$ cat src/rtl/wb_pkg.sv
// Shared definitions for the register-file writeback arbiter.
package wb_pkg;

  localparam int unsigned XlenDefault  = 32;
  localparam int unsigned RegAwDefault = 5;
  localparam int unsigned CntW         = 16;

  // Identifies which requester won the most recent transfer.
  typedef enum logic {
    Port0 = 1'b0,
    Port1 = 1'b1
  } port_e;

  typedef struct packed {
    logic                    valid;
    logic [RegAwDefault-1:0] rd;
    logic [XlenDefault-1:0]  data;
  } wb_req_t;

  function automatic logic [CntW-1:0] sat_inc(input logic [CntW-1:0] v);
    return (v == {CntW{1'b1}}) ? v : v + 1'b1;
  endfunction

endpackage

$ cat src/rtl/wb_arbiter_if.sv
// Bus bundle between the two writeback requesters, the register file and the arbiter.
interface wb_arbiter_if
  import wb_pkg::*;
#(
  parameter int unsigned XLEN   = XlenDefault,
  parameter int unsigned REG_AW = RegAwDefault
);
  logic              req0_valid;
  logic [REG_AW-1:0] req0_rd;
  logic [XLEN-1:0]   req0_data;
  logic              req0_ready;

  logic              req1_valid;
  logic [REG_AW-1:0] req1_rd;
  logic [XLEN-1:0]   req1_data;
  logic              req1_ready;

  logic              RegWEn;
  logic [REG_AW-1:0] rsW;
  logic [XLEN-1:0]   dataW;

  logic [REG_AW-1:0] rs1;
  logic [REG_AW-1:0] rs2;
  logic              pend_hit1;
  logic              pend_hit2;
  logic [CntW-1:0]   conflict_cnt;

  modport slave (
    input  req0_valid, req0_rd, req0_data,
    output req0_ready,
    input  req1_valid, req1_rd, req1_data,
    output req1_ready,
    output RegWEn, rsW, dataW,
    input  rs1, rs2,
    output pend_hit1, pend_hit2, conflict_cnt
  );

  modport master (
    output req0_valid, req0_rd, req0_data,
    input  req0_ready,
    output req1_valid, req1_rd, req1_data,
    input  req1_ready,
    input  RegWEn, rsW, dataW,
    output rs1, rs2,
    input  pend_hit1, pend_hit2, conflict_cnt
  );

endinterface

$ cat src/rtl/rr_arb2.sv
// Two-way round-robin grant: a lone requester wins; on conflict the port not granted last wins.
module rr_arb2 (
  input  logic [1:0] req,
  input  logic       last,
  output logic [1:0] gnt
);

  always_comb begin
    gnt = 2'b00;
    unique case (req)
      2'b01:   gnt = 2'b01;
      2'b10:   gnt = 2'b10;
      2'b11:   gnt = last ? 2'b01 : 2'b10;
      default: gnt = 2'b00;
    endcase
  end

endmodule

$ cat src/rtl/wb_arbiter.sv
// Arbitrates core and multi-cycle writebacks onto the single register-file write port,
// with a registered output stage, read-after-write hit flags and a conflict counter.
module wb_arbiter
  import wb_pkg::*;
#(
  parameter int unsigned XLEN   = XlenDefault,
  parameter int unsigned REG_AW = RegAwDefault
) (
  input logic         clk,
  input logic         rst,
  wb_arbiter_if.slave bus
);

  logic [1:0]        req_vld;
  logic [1:0]        gnt;
  logic              xfer;
  logic [REG_AW-1:0] sel_rd;
  logic [XLEN-1:0]   sel_data;

  port_e             last_grant_q, last_grant_d;
  logic              regwen_q, regwen_d;
  logic [REG_AW-1:0] rsw_q, rsw_d;
  logic [XLEN-1:0]   dataw_q, dataw_d;
  logic [CntW-1:0]   cnt_q, cnt_d;

  // Requests are masked during reset so no grant and no transfer can occur.
  assign req_vld = {bus.req1_valid, bus.req0_valid} & {2{~rst}};

  rr_arb2 u_rr_arb2 (
    .req  (req_vld),
    .last (last_grant_q == Port1),
    .gnt  (gnt)
  );

  assign bus.req0_ready = gnt[0];
  assign bus.req1_ready = gnt[1];
  assign xfer           = |gnt;

  always_comb begin
    sel_rd   = bus.req0_rd;
    sel_data = bus.req0_data;
    if (gnt[1]) begin
      sel_rd   = bus.req1_rd;
      sel_data = bus.req1_data;
    end
  end

  always_comb begin
    last_grant_d = last_grant_q;
    regwen_d     = 1'b0;
    rsw_d        = rsw_q;
    dataw_d      = dataw_q;
    cnt_d        = cnt_q;
    if (xfer) begin
      last_grant_d = gnt[1] ? Port1 : Port0;
      // Writes to x0 are consumed but never enable the register file.
      regwen_d     = (sel_rd != '0);
      rsw_d        = sel_rd;
      dataw_d      = sel_data;
    end
    if (&req_vld) begin
      cnt_d = sat_inc(cnt_q);
    end
  end

  always_ff @(posedge clk) begin
    if (rst) begin
      last_grant_q <= Port1;
      regwen_q     <= 1'b0;
      rsw_q        <= '0;
      dataw_q      <= '0;
      cnt_q        <= '0;
    end else begin
      last_grant_q <= last_grant_d;
      regwen_q     <= regwen_d;
      rsw_q        <= rsw_d;
      dataw_q      <= dataw_d;
      cnt_q        <= cnt_d;
    end
  end

  assign bus.RegWEn       = regwen_q;
  assign bus.rsW          = rsw_q;
  assign bus.dataW        = dataw_q;
  assign bus.conflict_cnt = cnt_q;
  assign bus.pend_hit1    = regwen_q && (rsw_q == bus.rs1) && (bus.rs1 != '0);
  assign bus.pend_hit2    = regwen_q && (rsw_q == bus.rs2) && (bus.rs2 != '0);

endmodule

$ cat src/flat_wrapper.sv
// flat-port wrapper written by rule: the top's interface ports become plain ports
module wb_arbiter_flat import wb_pkg::*;
#(
  parameter int unsigned XLEN   = XlenDefault,
  parameter int unsigned REG_AW = RegAwDefault
)
  (clk, rst, bus_req0_valid, bus_req0_rd, bus_req0_data, bus_req0_ready, bus_req1_valid, bus_req1_rd, bus_req1_data, bus_req1_ready, bus_RegWEn, bus_rsW, bus_dataW, bus_rs1, bus_rs2, bus_pend_hit1, bus_pend_hit2, bus_conflict_cnt);
  wb_arbiter_if #(.XLEN(XLEN), .REG_AW(REG_AW)) bus_i ();
  input logic clk;
  input logic rst;
  input wire logic [$bits(bus_i.req0_valid)-1:0] bus_req0_valid;
  input wire logic [$bits(bus_i.req0_rd)-1:0] bus_req0_rd;
  input wire logic [$bits(bus_i.req0_data)-1:0] bus_req0_data;
  output wire logic [$bits(bus_i.req0_ready)-1:0] bus_req0_ready;
  input wire logic [$bits(bus_i.req1_valid)-1:0] bus_req1_valid;
  input wire logic [$bits(bus_i.req1_rd)-1:0] bus_req1_rd;
  input wire logic [$bits(bus_i.req1_data)-1:0] bus_req1_data;
  output wire logic [$bits(bus_i.req1_ready)-1:0] bus_req1_ready;
  output wire logic [$bits(bus_i.RegWEn)-1:0] bus_RegWEn;
  output wire logic [$bits(bus_i.rsW)-1:0] bus_rsW;
  output wire logic [$bits(bus_i.dataW)-1:0] bus_dataW;
  input wire logic [$bits(bus_i.rs1)-1:0] bus_rs1;
  input wire logic [$bits(bus_i.rs2)-1:0] bus_rs2;
  output wire logic [$bits(bus_i.pend_hit1)-1:0] bus_pend_hit1;
  output wire logic [$bits(bus_i.pend_hit2)-1:0] bus_pend_hit2;
  output wire logic [$bits(bus_i.conflict_cnt)-1:0] bus_conflict_cnt;
  assign bus_i.req0_valid = bus_req0_valid;
  assign bus_i.req0_rd = bus_req0_rd;
  assign bus_i.req0_data = bus_req0_data;
  assign bus_req0_ready = bus_i.req0_ready;
  assign bus_i.req1_valid = bus_req1_valid;
  assign bus_i.req1_rd = bus_req1_rd;
  assign bus_i.req1_data = bus_req1_data;
  assign bus_req1_ready = bus_i.req1_ready;
  assign bus_RegWEn = bus_i.RegWEn;
  assign bus_rsW = bus_i.rsW;
  assign bus_dataW = bus_i.dataW;
  assign bus_i.rs1 = bus_rs1;
  assign bus_i.rs2 = bus_rs2;
  assign bus_pend_hit1 = bus_i.pend_hit1;
  assign bus_pend_hit2 = bus_i.pend_hit2;
  assign bus_conflict_cnt = bus_i.conflict_cnt;
  wb_arbiter #(.XLEN(XLEN), .REG_AW(REG_AW)) u_core (.clk(clk), .rst(rst), .bus(bus_i));
endmodule
$ cat config.mk
export PLATFORM = sky130hd
export DESIGN_NAME = wb_arbiter_flat
export DESIGN_NICKNAME = d
export VERILOG_FILES = /design/src/rtl/wb_pkg.sv /design/src/rtl/wb_arbiter_if.sv /design/src/rtl/rr_arb2.sv /design/src/rtl/wb_arbiter.sv /design/src/flat_wrapper.sv
export SDC_FILE = /design/constraint.sdc
export NUM_CORES = 1
export LEC_CHECK = 0
export CAP_MARGIN = 5
export CORE_MARGIN = 2
export CORE_UTILIZATION = 28
export CTS_CLUSTER_DIAMETER = 40
export DETAILED_ROUTE_END_ITERATION = 12
export GPL_ROUTABILITY_DRIVEN = 1
export SYNTH_ARGS = -nofsm -noshare
export SYNTH_HDL_FRONTEND = slang
export SYNTH_SLANG_ARGS = --single-unit
export TNS_END_PERCENT = 1
$ cat constraint.sdc
create_clock -name clk -period 4.23 [get_ports clk]
set_input_delay 1.0575 -clock clk [delete_from_list [all_inputs] [get_ports clk]]
set_output_delay 1.0575 -clock clk [all_outputs]
set_load 0.05 [all_outputs]
==> metrics.txt <==
# TYPE chip_impl_metric gauge
chip_impl_info{name="run_status",value="completed"} 1
chip_impl_info{name="criticalPathCategory",value="input pin to output pin"} 1
chip_impl_metric{name="antenna_found_initial",unit=""} 0
chip_impl_metric{name="holdBufCountCts",unit=""} 0
chip_impl_metric{name="per_cell_routed_wire_length",unit="um"} 13.9
chip_impl_metric{name="fp.dieH",unit="um"} 102
chip_impl_metric{name="clock-skew-final",unit="ns"} 0.00857
chip_impl_metric{name="max_clock_freq",unit="MHz"} 256
chip_impl_metric{name="worst_ep_arrival_time",unit="ns"} 2.85
chip_impl_metric{name="drtIter0Drc",unit=""} 35
chip_impl_metric{name="seq_area",unit="um^2"} 1100
chip_impl_metric{name="setup_viol",unit=""} 0
chip_impl_info{name="tritoncts_clock_tree",value="yes"} 1
chip_impl_metric{name="ir_worst_vdd",unit="mV"} 0.196
chip_impl_metric{name="cts.reportedPaths.clkPinSlew",unit="ns"} 0.10
chip_impl_metric{name="numPlacedInstances",unit=""} 557
chip_impl_info{name="cpMaxStageDelayCell",value="sky130_fd_sc_hd__clkdlybuf4s50_1"} 1
chip_impl_metric{name="net_total_in_the_final_layout",unit=""} 524
chip_impl_metric{name="postSynthCellCount",unit=""} 297
chip_impl_metric{name="power.static_leakage",unit="uW"} 0.00178
chip_impl_metric{name="drc",unit=""} 0
chip_impl_metric{name="final_min_period_over_clock_period",unit="%"} 92.4
chip_impl_info{name="worst_setup_path_end_kind",value="output pin"} 1
chip_impl_metric{name="fill_cells",unit=""} 939
chip_impl_metric{name="global_route.usage.total",unit="%"} 14.1
chip_impl_info{name="crit_top_cell",value="sky130_fd_sc_hd__clkdlybuf4s50_1"} 1
chip_impl_metric{name="grt_start_max_net_pins",unit=""} 43
chip_impl_metric{name="gpl_congestion",unit=""} 0.791
chip_impl_metric{name="mappedNetlistArea",unit="um^2"} 2690
chip_impl_metric{name="area.growth.synth_to_final",unit="%"} 62.9
chip_impl_info{name="synth_ff_type",value="sky130_fd_sc_hd__dfxtp_1"} 1
chip_impl_metric{name="clock_path_buffers",unit=""} 2
chip_impl_metric{name="cts_post_setup_buffers_inserted",unit=""} 0
chip_impl_metric{name="total_area_of_multi_input_combinational_cells",unit="um^2"} 1490
chip_impl_metric{name="tns",unit="ns"} 0
chip_impl_metric{name="yosys_register_bits",unit=""} 55
chip_impl_info{name="post-synth-top-area-cell",value="sky130_fd_sc_hd__dfxtp_1"} 1
chip_impl_metric{name="maxSlewHeadroom",unit="%"} 29.4
chip_impl_metric{name="syn_area_per_cell",unit="um^2"} 9.07
chip_impl_metric{name="max_stage_delay",unit="ns"} 0.80
chip_impl_metric{name="required",unit="ns"} 3.17
chip_impl_metric{name="fin_cells",unit=""} 565
chip_impl_metric{name="drt-total-wl",unit="mm"} 7.87
chip_impl_metric{name="clock_tree.htree_level_count",unit=""} 2
chip_impl_metric{name="cts_resized",unit=""} 0
chip_impl_metric{name="antenna_cells",unit=""} 0
chip_impl_info{name="synth.area.top_cells",value="sky130_fd_sc_hd__dfxtp_1 41%, sky130_fd_sc_hd__mux2i_1 15%, sky130_fd_sc_hd__a211oi_1 6.1%, sky130_fd_sc_hd__nor2_1 4.5%, sky130_fd_sc_hd__nand3_1 4.3%"} 1
chip_impl_info{name="grt_setup_unrepaired",value="false"} 1
chip_impl_metric{name="cts_made_buffers",unit=""} 5
chip_impl_metric{name="number_of_i_o_port_buffers",unit=""} 145
chip_impl_metric{name="ys.warnings.count",unit=""} 0
chip_impl_metric{name="die_x",unit="um"} 102
chip_impl_metric{name="drive_above_1_share",unit="%"} 6.65
chip_impl_metric{name="hold_ws",unit="ns"} 0.478
chip_impl_info{name="worstPathCellList",value="clkdlybuf4s50_1, xor2_1, nor3_1, nand3_1, nor2_1, clkdlybuf4s50_1"} 1
chip_impl_metric{name="totalPowerFinal",unit="uW"} 1280
chip_impl_metric{name="number_of_top_level_design_ports",unit=""} 146
chip_impl_metric{name="start_util",unit="%"} 29.0
chip_impl_info{name="worst_setup_path_start_kind",value="input pin"} 1
chip_impl_metric{name="insertion_delay",unit="ns"} 0.31
chip_impl_metric{name="cap_violations",unit=""} 0
chip_impl_metric{name="postSynthNetCount",unit=""} 386
chip_impl_metric{name="globalRouteOverflowTotal",unit=""} 0
chip_impl_metric{name="worst-slew-pin-transition",unit="ns"} 1.05
chip_impl_metric{name="power.density_cell_area",unit="nW/um^2"} 292
chip_impl_metric{name="top_cell_type_s_share_of_synthesized_area",unit="%"} 40.9
chip_impl_metric{name="std_cell_rows",unit=""} 35
chip_impl_metric{name="detailed_place_hpwl",unit="mm"} 5.97
chip_impl_info{name="hp-class",value="register to register"} 1
chip_impl_metric{name="routed_via_density",unit=""} 4.71
chip_impl_metric{name="timing.final.crit_period",unit="ns"} 3.91
chip_impl_info{name="cts-root-buf",value="sky130_fd_sc_hd__clkbuf_8"} 1
chip_impl_metric{name="cts.sink_count",unit=""} 55
chip_impl_metric{name="detailed_route_via_count",unit=""} 2662
chip_impl_metric{name="first_global_vias",unit=""} 2423
chip_impl_metric{name="die_area",unit="um^2"} 10400
chip_impl_metric{name="timing_max_transition_violations_final",unit=""} 0
chip_impl_metric{name="fp.coreArea",unit="um^2"} 9280
chip_impl_metric{name="final-hold-violation-count",unit=""} 0
chip_impl_metric{name="crit_path_max_fanout",unit=""} 1
chip_impl_info{name="cp_top_family",value="buffers and inverters"} 1
chip_impl_metric{name="route.antenna.remaining_nets",unit=""} 0
chip_impl_metric{name="wire_length_of_the_first_global_routing_pass",unit="mm"} 11.8
chip_impl_metric{name="asyncSetResetFlopFracSynth",unit="%"} 0
chip_impl_metric{name="first_pass_iters",unit=""} 4
chip_impl_metric{name="yosysUniqueCellTypes",unit=""} 46
chip_impl_metric{name="synth_edf_count",unit=""} 0
chip_impl_metric{name="synth_seq_area_share",unit="%"} 40.9
chip_impl_metric{name="cp.buffers_inverters",unit=""} 2
[cell usage in the layout, fill, tap and decap left out, types with 2 or more instances in the layout]
master                            count
sky130_fd_sc_hd__o21ai_0             21
sky130_fd_sc_hd__o41ai_1              2
sky130_fd_sc_hd__xnor2_1              2
sky130_fd_sc_hd__a21oi_1              6
sky130_fd_sc_hd__o211ai_1             2
sky130_fd_sc_hd__nor2_1              31
sky130_fd_sc_hd__buf_4                7
sky130_fd_sc_hd__or4_1                4
sky130_fd_sc_hd__inv_1                4
sky130_fd_sc_hd__nand3_2              2
sky130_fd_sc_hd__nand2_1              8
sky130_fd_sc_hd__mux2i_1             41
sky130_fd_sc_hd__nor2b_1              4
sky130_fd_sc_hd__and3_1               2
sky130_fd_sc_hd__dfxtp_1             55
sky130_fd_sc_hd__a311oi_1             2
sky130_fd_sc_hd__clkbuf_8             5
sky130_fd_sc_hd__mux2_2               4
sky130_fd_sc_hd__clkdlybuf4s50_1    143
sky130_fd_sc_hd__nor4_1               4
sky130_fd_sc_hd__nor3_1              12
sky130_fd_sc_hd__nand3_1             22
sky130_fd_sc_hd__a211oi_1            22
sky130_fd_sc_hd__xor2_1               6
[metal layers]
metal	GRT usage (%)	vias up	part of all wire, %
met5	0	-	0
met4	3.38	0	0.98
met3	4.99	5	8.8
met2	23.3	90	47
met1	17.5	1193	43
li1	-	1374	-
[final cells by class]
type                            count  area share [%]
Inverter                            5           0.428
Tap cell                          129            3.68
Clock inverter                      3           0.999
Sequential cell                    55            25.1
Clock buffer                        5            1.57
Multi-Input combinational cell    217            33.9
Timing Repair Buffer              151            34.3
[where the power goes]
part | internal, uW | switching, uW
combinational | 165 | 196
sequential | 548 | 20.1
clock | 177 | 174
[registers in the layout (all words and copies together) (netlist names)]
signal	count
u_core.last_grant_q	1
u_core.bus.conflict_cnt	16
u_core.bus.RegWEn	1
u_core.bus.dataW	32
u_core.bus.rsW	5
[tightest hold or removal path: stages (launching register included)]
cell                      delay [ns]
sky130_fd_sc_hd__dfxtp_1        0.32
sky130_fd_sc_hd__nand3_1        0.05
sky130_fd_sc_hd__o21ai_0        0.06
[kinds of logic after synthesis]
| family | count (synthesis) | share of synthesized area (%) |
|---|---|---|
| fa+ha+maj | 1 | 0.465 |
| xor+xnor | 8 | 2.60 |
| flops | 55 | 40.9 |
| simple gates | 99 | 19.1 |
| buf+inv | 25 | 4.14 |
| compound gates | 64 | 15.9 |
| mux | 45 | 16.9 |
[cell usage after synthesis (6+ instances only)]
master                      n
sky130_fd_sc_hd__a211oi_1  22
sky130_fd_sc_hd__a21oi_1    6
sky130_fd_sc_hd__xor2_1     6
sky130_fd_sc_hd__buf_2      7
sky130_fd_sc_hd__o21ai_0   21
sky130_fd_sc_hd__nand2_1    8
sky130_fd_sc_hd__dfxtp_1   55
sky130_fd_sc_hd__nand3_1   23
sky130_fd_sc_hd__clkbuf_1  10
sky130_fd_sc_hd__nor3_1    12
sky130_fd_sc_hd__nor2_1    32
sky130_fd_sc_hd__mux2i_1   41
[through the flow]
stage	utilization (%)	instance area (um^2)	worst slack [ns]
2_1_floorplan	-	2690	1.03
3_3_place_gp	46.0	4270	0.391
3_5_place_dp	46.0	4270	0.345
4_1_cts	47.2	4390	0.334
5_1_grt	47.2	4390	0.199
6_report	47.2	4390	0.323
[worst paths after layout]
check	start	end	slack, ns	cells after the start
max	bus_rs2[2]	bus_pend_hit2	0.32	6
min	u_core.bus.dataW[14]	u_core.bus.dataW[14]	0.48	2
max reg2reg	u_core.bus.conflict_cnt[0]	u_core.bus.conflict_cnt[5]	2.05	5
min reg2reg	u_core.bus.dataW[14]	u_core.bus.dataW[14]	0.48	2
Power figures use the tool's default switching activity.
